### src/rtl/pwm_ramp_ctrl.sv
// ---------------------------------------------------------------------------
// pwm_ramp_ctrl
//   Soft-start / soft-stop controller for a downstream PWM generator. A
//   command sets the PWM period and a target duty; the duty is then walked
//   toward the target by a fixed step every `interval` clocks, held there,
//   and walked back to zero when enable drops. An emergency stop kills the
//   PWM output on the next clock.
//
// Ports
//   clk, n_rst      clock (rising edge) and asynchronous active-low reset
//   enable          1 = run, 0 = ramp down to off
//   estop           emergency stop, sampled synchronously
//   cmd_valid       a command is offered
//   cmd_ready       command accepted on a clock where cmd_valid && cmd_ready
//   cmd_size        PWM period in clocks
//   cmd_duty        target high time in clocks
//   cmd_step        duty increment per step (0 behaves as 1)
//   cmd_interval    clocks between steps (0 behaves as 1)
//   SIZE            period to the PWM generator
//   DUTY_CYCLE      duty to the PWM generator
//   valid           PWM output enable (RAMP, HOLD, DOWN)
//   busy            high in RAMP and DOWN
//   at_target       high in HOLD
// ---------------------------------------------------------------------------
module pwm_ramp_ctrl #(
    parameter int unsigned W  = 20,
    parameter int unsigned IW = 16
) (
    input  logic          clk,
    input  logic          n_rst,
    input  logic          enable,
    input  logic          estop,
    input  logic          cmd_valid,
    output logic          cmd_ready,
    input  logic [W-1:0]  cmd_size,
    input  logic [W-1:0]  cmd_duty,
    input  logic [W-1:0]  cmd_step,
    input  logic [IW-1:0] cmd_interval,
    output logic [W-1:0]  SIZE,
    output logic [W-1:0]  DUTY_CYCLE,
    output logic          valid,
    output logic          busy,
    output logic          at_target
);

    // One extra bit so step arithmetic can never wrap.
    localparam int unsigned WX = W + 1;

    typedef enum logic [1:0] {
        ST_IDLE = 2'd0,
        ST_RAMP = 2'd1,
        ST_HOLD = 2'd2,
        ST_DOWN = 2'd3
    } state_e;

    state_e          state_q,     state_d;
    logic [W-1:0]    size_q,      size_d;
    logic [W-1:0]    duty_q,      duty_d;
    logic [W-1:0]    target_q,    target_d;
    logic [W-1:0]    step_q,      step_d;
    logic [IW-1:0]   intv_q,      intv_d;
    logic [IW-1:0]   cnt_q,       cnt_d;
    logic            valid_q,     valid_d;
    logic            busy_q,      busy_d;
    logic            at_target_q, at_target_d;
    logic            cmd_ready_q, cmd_ready_d;

    logic            accept_c;
    logic            at_goal_c;
    logic            step_tick_c;
    logic            drop_c;
    logic [W-1:0]    stepped_duty_c;
    logic [WX-1:0]   duty_x_c;
    logic [WX-1:0]   target_x_c;
    logic [WX-1:0]   step_x_c;
    logic [WX-1:0]   gap_c;

    // Handshake qualifiers; estop and enable-low outrank a command.
    assign accept_c    = cmd_valid && cmd_ready_q && enable && !estop;
    assign at_goal_c   = (duty_q == target_q);
    assign step_tick_c = (cnt_q == (intv_q - IW'(1)));
    assign drop_c      = !enable && ((state_q == ST_RAMP) || (state_q == ST_HOLD));

    // One saturating step of duty toward target, computed wide.
    always_comb begin
        duty_x_c       = {1'b0, duty_q};
        target_x_c     = {1'b0, target_q};
        step_x_c       = {1'b0, step_q};
        gap_c          = '0;
        stepped_duty_c = duty_q;
        if (duty_q < target_q) begin
            gap_c = target_x_c - duty_x_c;
            stepped_duty_c = (gap_c <= step_x_c) ? target_q : W'(duty_x_c + step_x_c);
        end else if (duty_q > target_q) begin
            gap_c = duty_x_c - target_x_c;
            stepped_duty_c = (gap_c <= step_x_c) ? target_q : W'(duty_x_c - step_x_c);
        end
    end

    // State register.
    always_ff @(posedge clk or negedge n_rst) begin
        if (!n_rst) begin
            state_q <= ST_IDLE;
        end else begin
            state_q <= state_d;
        end
    end

    // Next-state logic.
    always_comb begin
        state_d = state_q;
        if (estop) begin
            state_d = ST_IDLE;
        end else begin
            case (state_q)
                ST_IDLE: begin
                    if (accept_c) state_d = ST_RAMP;
                end
                ST_RAMP: begin
                    if (!enable)        state_d = ST_DOWN;
                    else if (at_goal_c) state_d = ST_HOLD;
                end
                ST_HOLD: begin
                    if (!enable)       state_d = ST_DOWN;
                    else if (accept_c) state_d = ST_RAMP;
                end
                ST_DOWN: begin
                    if (duty_q == '0) state_d = ST_IDLE;
                end
                default: state_d = ST_IDLE;
            endcase
        end
    end

    // Output and datapath next values.
    always_comb begin
        size_d      = size_q;
        duty_d      = duty_q;
        target_d    = target_q;
        step_d      = step_q;
        intv_d      = intv_q;
        cnt_d       = cnt_q;
        valid_d     = (state_d != ST_IDLE);
        busy_d      = (state_d == ST_RAMP) || (state_d == ST_DOWN);
        at_target_d = (state_d == ST_HOLD);
        cmd_ready_d = ((state_d == ST_IDLE) || (state_d == ST_HOLD)) && enable && !estop;

        if (estop) begin
            duty_d = '0;
            cnt_d  = '0;
        end else if (drop_c) begin
            // Ramp down keeps the latched step and interval cadence.
            target_d = '0;
            cnt_d    = '0;
        end else if (accept_c) begin
            size_d   = cmd_size;
            duty_d   = (duty_q < cmd_size) ? duty_q : cmd_size;
            target_d = (cmd_duty < cmd_size) ? cmd_duty : cmd_size;
            step_d   = (cmd_step == '0) ? W'(1) : cmd_step;
            intv_d   = (cmd_interval == '0) ? IW'(1) : cmd_interval;
            cnt_d    = '0;
        end else if ((state_q == ST_RAMP) || (state_q == ST_DOWN)) begin
            if (at_goal_c) begin
                cnt_d = '0;
            end else if (step_tick_c) begin
                cnt_d  = '0;
                duty_d = stepped_duty_c;
            end else begin
                cnt_d = cnt_q + IW'(1);
            end
        end
    end

    // Registered outputs and datapath.
    always_ff @(posedge clk or negedge n_rst) begin
        if (!n_rst) begin
            size_q      <= '0;
            duty_q      <= '0;
            target_q    <= '0;
            step_q      <= '0;
            intv_q      <= '0;
            cnt_q       <= '0;
            valid_q     <= 1'b0;
            busy_q      <= 1'b0;
            at_target_q <= 1'b0;
            cmd_ready_q <= 1'b0;
        end else begin
            size_q      <= size_d;
            duty_q      <= duty_d;
            target_q    <= target_d;
            step_q      <= step_d;
            intv_q      <= intv_d;
            cnt_q       <= cnt_d;
            valid_q     <= valid_d;
            busy_q      <= busy_d;
            at_target_q <= at_target_d;
            cmd_ready_q <= cmd_ready_d;
        end
    end

    assign SIZE       = size_q;
    assign DUTY_CYCLE = duty_q;
    assign valid      = valid_q;
    assign busy       = busy_q;
    assign at_target  = at_target_q;
    assign cmd_ready  = cmd_ready_q;

endmodule

### config.mk
export PLATFORM = sky130hd
export DESIGN_NAME = pwm_ramp_ctrl
export DESIGN_NICKNAME = d
export VERILOG_FILES = /design/src/rtl/pwm_ramp_ctrl.sv
export SDC_FILE = /design/constraint.sdc
export NUM_CORES = 1
export LEC_CHECK = 0
export CAP_MARGIN = 5
export CORE_MARGIN = 1.5
export CORE_UTILIZATION = 53
export DETAILED_ROUTE_END_ITERATION = 7
export PLACE_DENSITY = 0.78
export SLEW_MARGIN = 20
export SYNTH_ARGS = -nofsm -noshare
export SYNTH_HDL_FRONTEND = slang
export SYNTH_SLANG_ARGS = --single-unit
### constraint.sdc
create_clock -name clk -period 4.8 [get_ports clk]
set_clock_uncertainty 0.1 [all_clocks]
set_input_delay 0.72 -clock clk [delete_from_list [all_inputs] [get_ports clk]]
set_output_delay 0.72 -clock clk [all_outputs]
set_load 0.03 [all_outputs]
; ---- Word level (Yosys, flattened, before mapping)
; Index checks and enable logic that the tools add are counted.
[totals]
mem_bits_ro = 0
register_bits = 118
output_inout_bits = 44
latchBits = 0
n_memories = 0
ramBits = 0
[op_classes]
div_mod_pow = 0
n_eq_ne = 11
n_addsub = 6
shifts = 0
n_lt_le_gt_ge = 6
n_mul = 0
muxes = 29
bitwise_logic = 2
reduce_logical = 26
[ops]
columns = op, n
row1 = $mux W20, 15
row2 = $mux W16, 7
row3 = $lt A20 B20 Y1, 3
row4 = $le A21 B20 Y1, 2
row5 = $sub A20 B20 Y21, 2
row6 = $logic_not A20 Y1, 2
row7 = $add A20 B20 Y20, 1
row8 = $eq A20 B20 Y1, 1
row9 = $gt A20 B20 Y1, 1
row10 = $sub A20 B20 Y20, 1
row11 = $add A16 B1 Y16 const B, 1
row12 = $eq A16 B16 Y1, 1
row13 = $logic_not A16 Y1, 1
row14 = $sub A16 B1 Y16 const B, 1
row15 = $mux W2, 6
row16 = $eq A2 B2 Y1 const B, 4
row17 = $pmux W2 S4, 1
row18 = $reduce_bool A4 Y1, 2
row19 = $logic_and A1 B1 Y1, 6
row20 = $ne A3 B3 Y1 const B, 2
row21 = $reduce_and A6 Y1, 1
row22 = $reduce_bool A3 Y1, 2
row23 = $eq A2 B1 Y1 const B, 2
row24 = $logic_not A2 Y1, 2
row25 = 7 further kinds, 13

; ---- Longest topological paths before layout
; Gate-level depths: netlist (run 1).
[depth]
depth_word = 11
mapped_depth = 24
ltp_nobuf = 23

; ---- Worst setup path before layout (run 1)
; Ideal clock, no wire load.
[synth_timing]
path_type = reg2reg
startpoint = register duty_q[5], in the netlist DUTY_CYCLE[5]
endpoint = register duty_q[3], in the netlist DUTY_CYCLE[3]
synth_period_minus_slack_ns = 5.380
stages_incl_launch_ff = 24
n_path_buf = 2
setup_slack_ns = -0.580
arrival_ns = 5.176
t_required_ns = 4.596
cell_sequence = dfrtp_1 > inv_1 > ha_1 > buf_2 > a211oi_1 > o21ai_0 > a221oi_1 > nor2b_1 > o21a_1 > o41ai_1 > o21bai_1 > a21oi_1 > xnor2_1 > ha_1 > nand2_1 > o21ai_0 > nor4_1 > a21oi_1 > o31ai_1 > nand2_1 > mux2i_1 > clkbuf_1 > a211oi_1 > a221oi_1
[synth_via]
elab_chain_len = 11
[synth_lines]
columns = element, line_no
row1 = start: declaration, 58  ; logic [W-1:0] duty_q, duty_d;
row2 = start signal: assignment, 189  ; duty_q <= duty_d;
row3 = $sub A20 B20 Y21, 95  ; gap_c = duty_x_c - target_x_c;
row4 = $le A21 B20 Y1, 96  ; stepped_duty_c = (gap_c <= step_x_c) ? target_q : W'(duty_x_c - step_x_c);
row5 = $mux W20, 96
row6 = $mux W20, 94  ; end else if (duty_q > target_q) begin
row7 = $mux W20, 91  ; if (duty_q < target_q) begin
row8 = $mux W20, 165  ; end else if (step_tick_c) begin
row9 = $mux W20, 163  ; if (at_goal_c) begin
row10 = $mux W20, 162  ; end else if ((state_q == ST_RAMP) || (state_q == ST_DOWN)) begin
row11 = $mux W20, 155  ; end else if (accept_c) begin
row12 = $mux W20, 151  ; end else if (drop_c) begin
row13 = $mux W20, 148  ; if (estop) begin
; Several ways; a longest one is shown, not always the timed one. The select of a mux whose other input is x is not followed.
; A chain may end at the register's enable or synchronous reset.

; ---- Worst setup path in the final report (run 1)
[layout_timing]
startpoint = register duty_q[5], in the netlist DUTY_CYCLE[5]
endpoint = register duty_q[17], in the netlist DUTY_CYCLE[17]
; The elaborated chain is that of the path after synthesis.

==> qor.csv, run 1 <==
metric,value,unit
status,finished clean,
placed_area,14080,um^2
syn_area_per_cell,8.001,um^2
slew_headroom,36.19,%
grt_pass1_vias,12030,
nets,1944,
grt_overflow,0,
maxSlewViolCount,0,
final.setup.tns,0,ns
tightest_slew,0.9571,ns
place_hpwl,33.06,mm
die_x,152.1,um
vias_per_cell,6.135,
grt_max_degree,66,
syn_inst,1472,
diodes,0,
ys.warnings.count,0,
num_vias,12210,
wire_per_inst,21.27,um
cts_buffer_depth,2,
ys_seq_area_share,24.86,%
critical_path_class,flip-flop to flip-flop,
setup_violations,0,
seqCellArea,2939,um^2
ant_nets,0,
drive_gt1_share,16.89,%
fin_area,15370,um^2
core,21820,um^2
area_growth,30.48,%
leakage,7.189,nW
syn_nets,1718,
synthTopCellsByArea,"dfrtp_1 (25%), ha_1 (17%), o21ai_0 (5.5%)",
drtPass1Iterations,6,
arrival,4.95,ns
synthDistinctLibCells,73,
crit_fanout,6,
cts-root-buf,clkbuf_16,
multi_input_area,8641,um^2
hold_path.class,input pin to async pin,
dieArea,23130,um^2
cts_inserted_buffers,17,
synth_ff_type,dfrtp_1,
initial_utilization,53.97,%
synth_top_area_share,24.86,%
cts_tree,done,
critPathLaunchType,flip-flop,
layout_worst_path_cycle_share,99.19,%
io_buffers,124,
period_minus_slack,4.761,ns
power_density,750.2,nW/um^2
clkSinkCount,117,
max_freq,210.0,MHz
drc_errors,0,
die_y,152.1,um
clk-insertion-delay-late,0.43,ns
drt_iter0_drc,1092,
gr-usage-all-layers,35.99,%
synth_edf_count,0,
io_pins,125,
cap_violations,0,
antenna_found_initial,0,
yosys.area.top_type,dfrtp_1,
holdBufCountCts,0,
clkTransAtPathRegs,0.06,ns
cp.required,4.99,ns
hold_violations,0,
grt_pass1_wl,65.52,mm
final_util,70.42,%
ys_seq_elements,117,
num_rows,54,
gp_congestion,0.9647,
peakVddDrop,0.0004788,V
synthArstFlopShare,100.0,%
hold_slack,0.3168,ns
fillers,1814,
wl,42.35,mm
rsz0062_at_grt,yes,
h-tree-depth,4,
cp-end-kind,flip-flop,
power,11.53,mW
synthesis.area,11780,um^2
-- flip-flops by register name, indices dropped and copies added, names as in the netlist --
name / count
intv_q: 16
valid: 1
at_target: 1
cmd_ready: 1
step_q: 20
cnt_q: 16
target_q: 20
SIZE: 20
state_q: 2
DUTY_CYCLE: 20
-- final timing paths --
check / slack (ns) / start / to / cells past startpoint
min: 0.32 / n_rst / valid / 1
min in group clk: 0.38 / SIZE[16] / SIZE[16] / 1
max: 0.04 / DUTY_CYCLE[5] / DUTY_CYCLE[17] / 24
max reg2reg: 0.04 / DUTY_CYCLE[5] / DUTY_CYCLE[17] / 24
max in group asynchronous: 3.30 / n_rst / target_q[8] / 2
min reg2reg: 0.38 / SIZE[16] / SIZE[16] / 1
-- power by group --
part / total [mW] / internal (mW) / switching [mW] / leakage [nW]
logic: 8.69 / 3.96 / 4.73 / 5.40
clock network: 1.34 / 0.780 / 0.559 / 0.289
registers: 1.50 / 1.24 / 0.263 / 1.50
-- layer usage --
layer  GRT usage (%)  part of all wire (%)
met5               0                     0
met4           14.24                   3.7
met3           6.959                   7.8
met2           57.85                    46
met1           47.70                    43
-- cells by family after synthesis --
logic type               count (synthesis)  share of synthesized area [%]
AO/OA/AOI/OAI                          415                          22.70
flip-flops                             117                          24.86
adder cells (fa/ha/maj)                165                          17.78
XOR/XNOR                                76                          5.652
AND/OR/NAND/NOR                        479                          19.79
multiplexers                            37                          3.219
buffers and inverters                  183                          5.992
-- worst max-delay path: stages (launching register included) --
cell and delay (ns):
dfrtp_2 0.42, buf_4 0.14, ha_1 0.25, a211oi_2 0.27, o21ai_2 0.13, a221oi_4 0.30, nor2b_1 0.08, o21a_1 0.22
o41ai_2 0.20, buf_4 0.18, o2111ai_4 0.13, a21oi_2 0.17, xnor2_1 0.09, ha_1 0.31, nand4_1 0.10, or2_4 0.15
nor3_4 0.05, a21oi_2 0.19, o31ai_4 0.13, nand2_2 0.11, mux2i_2 0.07, buf_6 0.17, buf_6 0.12, a222oi_1 0.37
o21ai_1 0.16
-- repair_timing --
item / 4_1_cts / 5_1_grt
pin swaps: 22 / 45
gates resized for setup: 28 / 79
endpoints found under the setup margin: 17 / 20
setup buffers: 10 / 19
-- cells in the mapped netlist (6+ instances only) --
cell type  number
a211oi_1       14
a21o_1         33
a21oi_1        90
a221oi_1       12
a31oi_1        10
and2_1          7
and3_1         19
buf_2           9
clkbuf_1       51
dfrtp_1       117
ha_1          161
inv_1         117
mux2_2          7
mux2i_1        30
nand2_1       169
nand2b_1       13
nand3_1        30
nand4_1        17
nor2_1        109
nor2b_1        18
nor3_1         23
nor3b_1        11
nor4_1         25
o211ai_1       12
o21a_1         10
o21ai_0       129
o21bai_1       16
o221ai_1        6
o31ai_1        10
o41ai_1         6
or2_2           6
or3_1          11
xnor2_1        62
xor2_1         14
-- layout by cell type, fill, tap and decap left out, types with 6 or more instances in the layout --
cell	n
nand2_1	164
inv_2	7
a21o_1	33
nor3_1	21
o21a_1	10
nand3_1	29
and3_1	19
ha_4	9
a211oi_1	10
clkbuf_16	17
xnor2_1	62
or3_1	11
dfrtp_1	108
mux2_2	6
a221oi_1	8
o21ai_0	118
o31ai_1	7
o21bai_1	15
a21oi_1	80
nor2_1	106
a21oi_2	9
ha_1	151
nor4_1	24
buf_4	141
nand2b_1	12
and2_1	7
inv_1	108
xor2_1	14
a31oi_1	10
nor2b_1	17
nand4_1	17
o21ai_1	8
dfrtp_2	9
o211ai_1	12
mux2i_1	29
clkdlybuf4s50_1	123
buf_6	8
nor3b_1	11
-- area by class of cell --
class                   instances  area share, %
flip-flops and latches        117          19.13
well taps                     280          2.280
repair buffers                273          15.58
inverters                     117          2.890
clock inverters                15          1.124
clock buffers                  17          2.768
multi-input cells            1172          56.23
-- through the flow --
stage,setup WS (ns),instances
floorplan,0.005103,1472
global placement,-0.04932,1931
detailed placement,-0.1668,1931
CTS,0.009429,1973
global route,-0.1920,1991
finish,0.03890,1991
(Power assumes the default switching activity.)
==> run 2: changes to the inputs <==
--- a/config.mk
+++ b/config.mk
@@ -5,6 +5,7 @@
 export SDC_FILE = /design/constraint.sdc
 export NUM_CORES = 1
 export LEC_CHECK = 0
+export ABC_CLOCK_PERIOD_IN_PS = 4200
 export CAP_MARGIN = 5
 export CORE_MARGIN = 1.5
 export CORE_UTILIZATION = 53
==> constraint.sdc (replaced) <==
create_clock -name clk -period 4.2 [get_ports clk]
set_clock_uncertainty 0.1 [all_clocks]
set_input_delay 0.63 -clock clk [delete_from_list [all_inputs] [get_ports clk]]
set_output_delay 0.63 -clock clk [all_outputs]
set_load 0.03 [all_outputs]
==> run 2 against run 1 <==
Against the previous run: the run now ends with negative setup slack left; combinational power increased by 22%; register-to-register slack got worse by 0.59 ns; critical path depth decreased by 3; global-route usage increased by 1.7 points.
==> qor.csv, run 2 (synthesized netlist as in run 1, its figures left out) <==
metric,value,unit,change
io_pins,125,,unchanged
cp.required,4.43,ns,-0.56 ns
final_util,72.47,%,+2.1 points
dp_cells,1984,,+2.7%
critical_path_class,flip-flop to flip-flop,,
peakVddDrop,0.0003899,V,-19%
tightest_slew,1.107,ns,+0.1499 ns
die_x,152.1,um,unchanged
status,finished with violations,,
leakage,7.477,nW,+4.0%
instances_no_fill,2037,,+2.3%
crit_path_max_incr_delay,0.45,ns,+0.03 ns
initial_utilization,53.97,%,unchanged
maxSlewViolCount,0,,unchanged
power_density,880.3,nW/um^2,+17%
vias_per_cell,6.183,,+0.79%
critPathSlowestCell,dfrtp_2,,
dieArea,23130,um^2,unchanged
num_vias,12600,,+3.1%
power,13.92,mW,+21%
clkSinkCount,117,,unchanged
place_hpwl,34.10,mm,+3.1%
core,21820,um^2,unchanged
grt_max_degree,57,,-14%
antenna_found_initial,0,,unchanged
area_growth,34.29,%,
cp-end-kind,flip-flop,,
grt_pass1_vias,12600,,+4.7%
io_buffers,124,,unchanged
fin_area,15820,um^2,+2.9%
wl_met3,3.407,mm,+3.3%
nets,1990,,+2.4%
cts_inserted_buffers,17,,unchanged
ant_nets,0,,unchanged
path_cells,ha_4 > fa_2 > nand2b_4 > a21oi_2 > a211oi_2 > o31ai_2 > o41a_1 > nor2_2 > o21bai_2 > a21oi_2 > xnor2_1 > ha_1 > a2111oi_4 > o21ai_1 > a21oi_1 > o31ai_2 > a32o_2 > buf_8 > mux2i_1 > a211o_1 > a221oi_2,,
fillers,1689,,-6.9%
cts-root-buf,clkbuf_16,,
hold_violations,0,,unchanged
cp-startpoint,DUTY_CYCLE[0],,
pwr-share-clk,11.6,%,about the same
cts_tree,done,,
wire_per_inst,21.50,um,+1.1%
rsz0062_at_grt,yes,,
num_rows,54,,unchanged
final_common_cell,buf_4,,
clk-insertion-delay-late,0.43,ns,about the same
setup_violations,20,,+20
arrival,4.97,ns,+0.02 ns
cap_violations,0,,unchanged
wl,43.79,mm,+3.4%
grt_overflow,0,,unchanged
drc_errors,0,,unchanged
wl_met1,18.69,mm,+2.8%
highest_layer,met4,,
drtPass1Iterations,5,,-1
hold_path.class,input pin to async pin,,
netSwitchingPower,6.585,mW,+19%
p_sw_share,47.29,%,-0.87 points
seqPwrFrac,12.5,%,-0.5 points
layout_worst_path_cycle_share,113.0,%,+14 points
slew_headroom,26.19,%,-10 points
critPathLaunchType,flip-flop,,
layout_common_cells,"buf_4 (180), nand2_1 (164), ha_1 (153)",,
die_y,152.1,um,unchanged
gr-usage-all-layers,37.68,%,+1.7 points
rr_startpoint,DUTY_CYCLE[0],,
p_int,7.338,mW,+23%
period_minus_slack,4.748,ns,-0.01306 ns
drive_gt1_share,19.86,%,+3.0 points
max_freq,210.6,MHz,+0.28%
crit_fanout,6,,unchanged
placed_area,14690,um^2,+4.3%
clkTransAtPathRegs,0.07,ns,about the same
h-tree-depth,4,,unchanged
cts_buffer_depth,2,,unchanged
hold_slack,0.1600,ns,-0.1568 ns
grt_pass1_wl,68.79,mm,+5.0%
timing.final.ws_setup,-0.5480,ns,-0.5869 ns
pwr-share-comb,76.0,%,+0.6 points
wl_met2,19.98,mm,+3.6%
drt_iter0_drc,965,,-12%
gp_congestion,0.9561,,-0.89%
diodes,0,,unchanged
failed_checks,negative setup slack,,
==> run 2: changes by cell type in the layout (fill, tap and decap cells not counted), moves of 3 or more <==
| cell | change |
|---|---|
| o31ai_2 | +3 |
| buf_4 | +39 |
| a221oi_2 | +5 |
| a22oi_2 | +3 |
| nand2_2 | -3 |
| ha_4 | -4 |
| a221oi_1 | -4 |
| buf_12 | +3 |
| nand2_4 | +3 |
| o21ai_0 | -4 |
| o21ai_2 | +4 |
==> run 2: final timing paths <==
kind | slack [ns] | end | depth (start not counted)
setup / recovery | -0.55 | DUTY_CYCLE[10] | 21
hold / removal | 0.16 | cnt_q[2] | 1
setup reg to reg | -0.55 | DUTY_CYCLE[10] | 21
hold reg to reg | 0.38 | SIZE[15] | 1
max in group asynchronous | 2.86 | step_q[8] | 2
min in group clk | 0.38 | SIZE[15] | 1
==> run 2: power groups by stage <==
stage / Sequential [mW] / Combinational, mW / Clock [mW]
5_1_grt: 1.76 / 11.3 / 1.65
4_1_cts: 1.71 / 9.92 / 1.61
3_3_place_gp: 1.72 / 8.98 / 0
3_5_place_dp: 1.73 / 9.19 / 0
6_report: 1.73 / 10.6 / 1.61
2_1_floorplan: 1.87 / 5.55 / 0
==> run 2: repair_timing <==
item,4_1_cts,5_1_grt
setup buffers,12,11
setup endpoints to repair,20,20
gates cloned,1,0
gates resized for setup,52,35
hold buffers,0,0
hold endpoints to repair,0,0
pin swaps,44,32
==> run 2: layout make-up <==
class | count | area (um^2) | share of cell area (%)
Clock buffer | 17 | 425.4 | 2.690
Clock inverter | 15 | 196.4 | 1.242
Inverter | 117 | 444.2 | 2.808
Multi-Input combinational cell | 1173 | 8670 | 54.81
Sequential cell | 117 | 2942 | 18.60
Tap cell | 280 | 350.3 | 2.215
Timing Repair Buffer | 318 | 2789 | 17.63
==> run 2: per-layer routing <==
metal,track usage (%),up-vias
li1,-,5815
met1,50.88,6107
met4,16.46,0
met3,5.705,103
met2,59.92,570
met5,0,-
==> run 2: critical path: cells and delay by family, from the launching register on <==
| kind | cells | cell delay [ns] |
|---|---|---|
| adders and majority gates | 3 | 0.86 |
| xor gates and xnor gates | 1 | 0.14 |
| DFF | 1 | 0.45 |
| and+or+nand+nor | 2 | 0.22 |
| muxes | 1 | 0.12 |
| AOI/OAI and AO/OA | 13 | 2.60 |
| buffers and inverters | 1 | 0.16 |
==> run 2: metrics by stage <==
step	setup slack (ns)	TNS, ns
2_1_floorplan	-0.4334	-5.792
3_3_place_gp	-0.6243	-10.74
3_5_place_dp	-0.8179	-13.83
4_1_cts	-0.4877	-7.906
5_1_grt	-0.7437	-13.04
6_report	-0.5480	-9.276
